**src/rtl/fpu_pkg.sv**
```systemverilog
// Shared FPU types and float32 constants.
package fpu_pkg;

    typedef enum logic [1:0] {
        IDLE  = 2'd0,
        FIRST = 2'd1,
        ACC   = 2'd2,
        DONE  = 2'd3
    } fadd_acc_state_t;

    localparam int FP32_SIGN_W = 1;
    localparam int FP32_EXP_W  = 8;
    localparam int FP32_FRAC_W = 23;

    localparam logic [31:0] FP32_POS_ZERO = 32'h0000_0000;
    localparam logic [31:0] FP32_QNAN     = 32'h7FC0_0000;
    localparam logic [FP32_EXP_W-1:0] FP32_EXP_MAX = '1;

endpackage

```
**src/rtl/fadd.sv**
```systemverilog
// Combinational float32 adder, round-to-nearest-even, denormals supported.
// ovf flags a finite sum that rounds past the largest normal.
module fadd
    import fpu_pkg::*;
(
    input  logic [31:0] x1,
    input  logic [31:0] x2,
    output logic [31:0] y,
    output logic        ovf
);

    logic                   s1, s2;
    logic [FP32_EXP_W-1:0]  e1, e2;
    logic [FP32_FRAC_W-1:0] f1, f2;
    logic                   nan1, nan2, inf1, inf2;
    logic                   swap, sl, ss;
    logic [7:0]             el, es, d;
    logic [23:0]            ml, ms;
    logic [4:0]             dsh, lz, k;
    logic [57:0]            wide;
    logic [26:0]            mla, msa, nrm;
    logic [27:0]            sum;
    logic [9:0]             e, em1, ep, ef;
    logic [24:0]            mr;
    logic                   rup;
    logic [22:0]            ff;

    function automatic logic [4:0] lzc27(input logic [26:0] v);
        logic [4:0] r;
        r = 5'd27;
        for (int i = 0; i < 27; i++) begin
            if (v[i]) r = 5'(26 - i);
        end
        return r;
    endfunction

    assign {s1, e1, f1} = x1;
    assign {s2, e2, f2} = x2;

    always_comb begin
        y    = FP32_POS_ZERO;
        ovf  = 1'b0;
        nan1 = (e1 == FP32_EXP_MAX) && (f1 != '0);
        nan2 = (e2 == FP32_EXP_MAX) && (f2 != '0);
        inf1 = (e1 == FP32_EXP_MAX) && (f1 == '0);
        inf2 = (e2 == FP32_EXP_MAX) && (f2 == '0);
        swap = x2[30:0] > x1[30:0];
        sl   = swap ? s2 : s1;
        ss   = swap ? s1 : s2;
        el   = swap ? ((e2 == '0) ? 8'd1 : e2) : ((e1 == '0) ? 8'd1 : e1);
        es   = swap ? ((e1 == '0) ? 8'd1 : e1) : ((e2 == '0) ? 8'd1 : e2);
        ml   = swap ? {e2 != '0, f2} : {e1 != '0, f1};
        ms   = swap ? {e1 != '0, f1} : {e2 != '0, f2};
        d    = el - es;
        // Beyond 31 places the smaller operand is sticky-only either way.
        dsh  = (d > 8'd31) ? 5'd31 : d[4:0];
        wide = {ms, 34'd0} >> dsh;
        mla  = {ml, 3'b000};
        msa  = {wide[57:32], wide[31] | (|wide[30:0])};
        sum  = (sl == ss) ? ({1'b0, mla} + {1'b0, msa}) : ({1'b0, mla} - {1'b0, msa});
        e    = {2'b00, el};
        em1  = '0;
        lz   = '0;
        k    = '0;
        nrm  = '0;
        ep   = '0;
        rup  = 1'b0;
        mr   = '0;
        ef   = '0;
        ff   = '0;

        if (nan1) begin
            y = x1 | 32'h0040_0000;
        end else if (nan2) begin
            y = x2 | 32'h0040_0000;
        end else if (inf1 && inf2 && (s1 != s2)) begin
            y = FP32_QNAN;
        end else if (inf1) begin
            y = x1;
        end else if (inf2) begin
            y = x2;
        end else if (sum == '0) begin
            y = {s1 & s2, 31'd0};
        end else begin
            if (sum[27]) begin
                nrm = {sum[27:2], sum[1] | sum[0]};
                e   = e + 10'd1;
            end else begin
                // Left shift is clamped so the exponent bottoms out at the denormal scale.
                lz  = lzc27(sum[26:0]);
                em1 = e - 10'd1;
                k   = ({5'd0, lz} > em1) ? em1[4:0] : lz;
                nrm = sum[26:0] << k;
                e   = e - {5'd0, k};
            end
            ep  = nrm[26] ? e : 10'd0;
            rup = nrm[2] & (nrm[1] | nrm[0] | nrm[3]);
            mr  = {1'b0, nrm[26:3]} + {24'd0, rup};
            if (mr[24]) begin
                ef = ep + 10'd1;
                ff = mr[23:1];
            end else if ((ep == '0) && mr[23]) begin
                ef = 10'd1;
                ff = mr[22:0];
            end else begin
                ef = ep;
                ff = mr[22:0];
            end
            if (ef >= 10'd255) begin
                y   = {sl, FP32_EXP_MAX, 23'd0};
                ovf = 1'b1;
            end else begin
                y = {sl, ef[7:0], ff};
            end
        end
    end

endmodule

```
**src/rtl/fadd_acc.sv**
```systemverilog
// Streaming float32 accumulator: sums len terms through fadd, returns sum and sticky overflow.
//   state | meaning
//   IDLE  | waiting for start
//   FIRST | first term loads acc verbatim
//   ACC   | remaining terms summed through fadd
//   DONE  | result held until out_ready
module fadd_acc
    import fpu_pkg::*;
#(
    parameter int LEN_W = 8
) (
    input  logic             clk,
    input  logic             rst,
    input  logic             start,
    input  logic [LEN_W-1:0] len,
    output logic             busy,
    input  logic             in_valid,
    output logic             in_ready,
    input  logic [31:0]      in_data,
    output logic             out_valid,
    input  logic             out_ready,
    output logic [31:0]      out_data,
    output logic             out_ovf
);

    fadd_acc_state_t state, state_nxt;
    logic [LEN_W-1:0] cnt;
    logic [31:0]      acc;
    logic             ovf_r;
    logic [31:0]      sum_y;
    logic             sum_ovf;
    logic             take;
    logic             last;

    fadd u_fadd (
        .x1  (acc),
        .x2  (in_data),
        .y   (sum_y),
        .ovf (sum_ovf)
    );

    assign busy      = (state != IDLE);
    assign in_ready  = (state == FIRST) || (state == ACC);
    assign out_valid = (state == DONE);
    assign out_data  = acc;
    assign out_ovf   = ovf_r;
    assign take      = in_valid && in_ready;
    assign last      = (cnt == LEN_W'(1));

    always_ff @(posedge clk) begin
        if (rst) state <= IDLE;
        else     state <= state_nxt;
    end

    always_comb begin
        state_nxt = state;
        case (state)
            IDLE:  if (start) state_nxt = (len != '0) ? FIRST : DONE;
            FIRST: if (in_valid) state_nxt = last ? DONE : ACC;
            ACC:   if (in_valid && last) state_nxt = DONE;
            DONE:  if (out_ready) state_nxt = IDLE;
            default: state_nxt = IDLE;
        endcase
    end

    always_ff @(posedge clk) begin
        if (rst) begin
            cnt   <= '0;
            acc   <= FP32_POS_ZERO;
            ovf_r <= 1'b0;
        end else begin
            case (state)
                IDLE: begin
                    if (start) begin
                        cnt   <= len;
                        ovf_r <= 1'b0;
                        if (len == '0) acc <= FP32_POS_ZERO;
                    end
                end
                FIRST: begin
                    if (take) begin
                        acc <= in_data;
                        cnt <= cnt - LEN_W'(1);
                    end
                end
                ACC: begin
                    if (take) begin
                        acc   <= sum_y;
                        ovf_r <= ovf_r | sum_ovf;
                        cnt   <= cnt - LEN_W'(1);
                    end
                end
                default: ;
            endcase
        end
    end

endmodule

```
**config.mk**
```make
export PLATFORM = sky130hd
export DESIGN_NAME = fadd_acc
export DESIGN_NICKNAME = d
export VERILOG_FILES = /design/src/rtl/fpu_pkg.sv /design/src/rtl/fadd.sv /design/src/rtl/fadd_acc.sv
export SDC_FILE = /design/constraint.sdc
export NUM_CORES = 1
export LEC_CHECK = 0
export CORE_MARGIN = 2
export CORE_UTILIZATION = 51
export CTS_CLUSTER_SIZE = 20
export DETAILED_ROUTE_END_ITERATION = 12
export PLACE_DENSITY = 0.78
export SYNTH_ARGS = -nofsm -noshare
export SYNTH_HDL_FRONTEND = slang
export SYNTH_SLANG_ARGS = --single-unit
export TNS_END_PERCENT = 100
```
**constraint.sdc**
```tcl
create_clock -name clk -period 16.5 [get_ports clk]
set_input_delay 1.65 -clock clk [delete_from_list [all_inputs] [get_ports clk]]
set_output_delay 1.65 -clock clk [all_outputs]
set_load 0.005 [all_outputs]
```
==> results.yml <==
power_and_ir_drop:
  ir_worst_vdd_uv: 198
  p_per_area_nw_per_um2: 229
  p_sw_frac: 0.581
  p_seq_frac: 0.037
  clock_power_share: 0.023
  total_leakage_power_nw: 7.80
  cell_internal_pwr_mw: 1.81
  pwr-share-comb: 0.940
  p_switching_mw: 2.50
setup_path:
  critPathTopFamily: "compound AO/OA/AOI/OAI gates"
  critPathSlowestCell: "or4_4"
  cp-start-kind: "input pin"
  crit_path_end_kind: "flip-flop"
  cp_max_fo: 22
  critPathMostFrequentCell: "ha_1"
  max_stage_delay_ns: 0.58
  critPathLaunch: "in_data[16]"
  path_class: "in -> reg"
  r2r-start: "out_data[9]$_SDFFE_PP0P_"
  worst-r2r-setup-slack_ns: 1.34
  worstPathRequired_ns: 16.70
  cp.depth: 66
  rr_worst_depth: 66
  cp_num_buf_inv: 7
  crit_arrival_ns: 16.27
synthesis:
  synth_flop_cell: "dfxtp_1"
  ys_ff_latch: 43
  synth-async-reset-ratio: 0
  yosysUniqueCellTypes: 119
  synth-edff-count: 0
  synthesis.nets: 2401
  syn_avg_cell_area_sq_um: 6.65
  synthCells: 2243
  yosys_warnings: 0
  synth-seq-area-share: 0.0577
  syn-cell-area_sq_um: 14900
drt:
  routed_via_density: 7.00
  drt-total-wl_mm: 71.5
  wl_per_cell_microns: 24.6
  vias: 20400
  first_pass_iters: 7
  antenna_left: 0
  drt-initial-drc-count: 2895
  drc: 0
grt:
  grt_busiest_layer: "met2"
  antenna_found_initial: 1
  groute.usage.overall: 0.442
  grt_max_degree: 79
  gr-usage-met1: 0.577
  grt.met2_usage: 0.678
  gr-total-overflow: 0
  grt_pass1_vias: 18700
  use_met3: 0.0829
  grt_first_pass_wirelength_mm: 107
floorplanning:
  rows: 62
  die_h_microns: 175
  initial_core_util: 0.518
  die_w_microns: 175
  dieArea_sq_um: 30600
  coreArea_sq_um: 28800
  ios: 81
run:
  cap_violations: 0
hold_path:
  hp-class: "reg -> reg"
  worstHoldStart: "cnt[1]$_SDFFE_PP0P_"
  min_path_cells: 2
place:
  port_buffers: 80
  gp_congestion: 1.11
  dpl.hpwl_mm: 55.8
  dpl_worst_slack_ns: -0.563
sta:
  timing.final.crit_period_ns: 16.07
  final-setup-viol-count: 0
  final.setup_skew_ns: 0.00781
  fin_ws_ns: 0.431
  finalCritPeriodShare: 0.974
  fmax_mhz: 62.2
  maxSlewViolCount: 0
  hold_viol: 0
  slew_headroom: 0.106
  worstMarginPinSlew_ns: 1.33
cells_and_area:
  final_layout_size_suffix_gt1_frac: 0.211
  finalCoreUtilization: 0.653
  final_cell_mix: "buf_4 (322), nand2_1 (224), nor2_1 (204), a21oi_1 (156), inv_1 (119)"
  syn2layout_area_growth_pct: 26.0
  layout.nets: 2678
  final_common_cell: "buf_4"
clock_network:
  clock_path_buffers: 2
  hold_buffers: 0
  h-tree-depth: 2
  numClockSinks: 43
  cts_root_buf: "clkbuf_16"
  cts_tree: "built"
  clock_latency_ns: 0.29
  cts.clk_slew.worst_paths_ns: 0.07
  cts_made_buffers: 5
outcome:
  status: "finished clean"
==> synthesized netlist by cell type, types with 10 or more instances <==
cell type | count | share of area
and3_1 | 23 | 0.0096
o21a_1 | 17 | 0.0086
and2_1 | 26 | 0.011
o21ai_1 | 23 | 0.0077
a21boi_0 | 10 | 0.0050
a22oi_1 | 31 | 0.016
a22o_1 | 10 | 0.0059
o211ai_1 | 42 | 0.021
nand2_1 | 226 | 0.057
a21oi_1 | 170 | 0.057
buf_4 | 17 | 0.0086
dfxtp_1 | 43 | 0.058
nor2_1 | 210 | 0.053
a211o_1 | 13 | 0.0076
a21o_1 | 31 | 0.016
nor2b_1 | 17 | 0.0071
inv_1 | 122 | 0.031
or2_2 | 16 | 0.0067
or3_1 | 19 | 0.0080
nor4_1 | 40 | 0.017
a31oi_1 | 39 | 0.016
xor2_1 | 18 | 0.011
mux2i_1 | 75 | 0.050
o21bai_1 | 13 | 0.0065
nand4_1 | 39 | 0.016
clkbuf_1 | 73 | 0.018
nand3_1 | 96 | 0.032
ha_1 | 110 | 0.092
a221oi_1 | 16 | 0.0094
xnor2_1 | 42 | 0.025
buf_1 | 15 | 0.0038
o22ai_1 | 21 | 0.0088
a211oi_1 | 40 | 0.020
nor3_1 | 74 | 0.025
o31ai_1 | 25 | 0.013
nand2b_1 | 21 | 0.0088
buf_2 | 27 | 0.0091
o221ai_1 | 10 | 0.0059
o21ai_0 | 130 | 0.044
==> registers in the layout (all words and copies together) (netlist names) <==
name and flops:
out_data 32, cnt 8, state 2, out_ovf 1
==> power by group through the flow <==
stage / sequential, mW / combinational [mW] / clock [mW]
after detailed placement: 0.157 / 3.71 / 0
after floorplan: 0.143 / 2.25 / 0
after CTS: 0.155 / 3.75 / 0.0988
after global routing: 0.158 / 4.27 / 0.103
final: 0.158 / 4.05 / 0.0990
after global placement: 0.156 / 3.69 / 0
==> path summary, 6_finish.rpt <==
| check | endpoint |
|---|---|
| hold reg to reg | cnt[1]$_SDFFE_PP0P_ |
| hold / removal | cnt[1]$_SDFFE_PP0P_ |
| setup / recovery | out_data[13]$_SDFFE_PP0P_ |
| setup reg to reg | out_data[13]$_SDFFE_PP0P_ |
==> area by class of cell <==
class,instances,area [sq um]
timing repair buffer,412,3420
clock inverter,2,12.5
multi-input combinational,1928,13400
fill,2655,9980
inverter,130,490
antenna,1,2.50
tap,384,480
sequential,43,861
clock buffer,6,129
==> logic make-up after synthesis <==
| family | after synthesis | synth area share |
|---|---|---|
| and+or+nand+nor | 882 | 0.303 |
| AOI/OAI and AO/OA | 784 | 0.367 |
| buffers and inverters | 273 | 0.0808 |
| adders and majority gates | 115 | 0.0977 |
| muxes | 85 | 0.0581 |
| xor gates and xnor gates | 61 | 0.0363 |
| DFF | 43 | 0.0577 |
==> tightest hold or removal path, stage by stage (launching register included) <==
cell and delay [ns]:
dfxtp_1 0.34, nor2_1 0.10, a211oi_1 0.05
==> repair_timing <==
action,CTS,global route
resized for setup,17,108
gates cloned,0,3
endpoints found under the hold margin,0,0
pin swaps,1,28
setup buffers,2,23
endpoints found under the setup margin,32,32
==> metrics by stage <==
stage                     power, mW  cells  instance area, sq um  hold WS [ns]  TNS, ns
after floorplan                2.39   2243                 14900         0.481        0
after global placement         3.85   2869                 17900         0.519    -7.29
after detailed placement       3.87   2869                 17900         0.532   -15.66
after CTS                      4.01   2879                 18100         0.540        0
after global routing           4.53   2905                 18800         0.574    -3.07
final                          4.31   2906                 18800         0.542        0
==> routing by layer <==
| layer | routed length, microns | up-vias |
|---|---|---|
| met3 | 8690 | 372 |
| met1 | 27800 | 9422 |
| met5 | 0 | - |
| met4 | 5120 | 0 |
| li1 | - | 9023 |
| met2 | 30000 | 1538 |
Power figures use the tool's default switching activity.
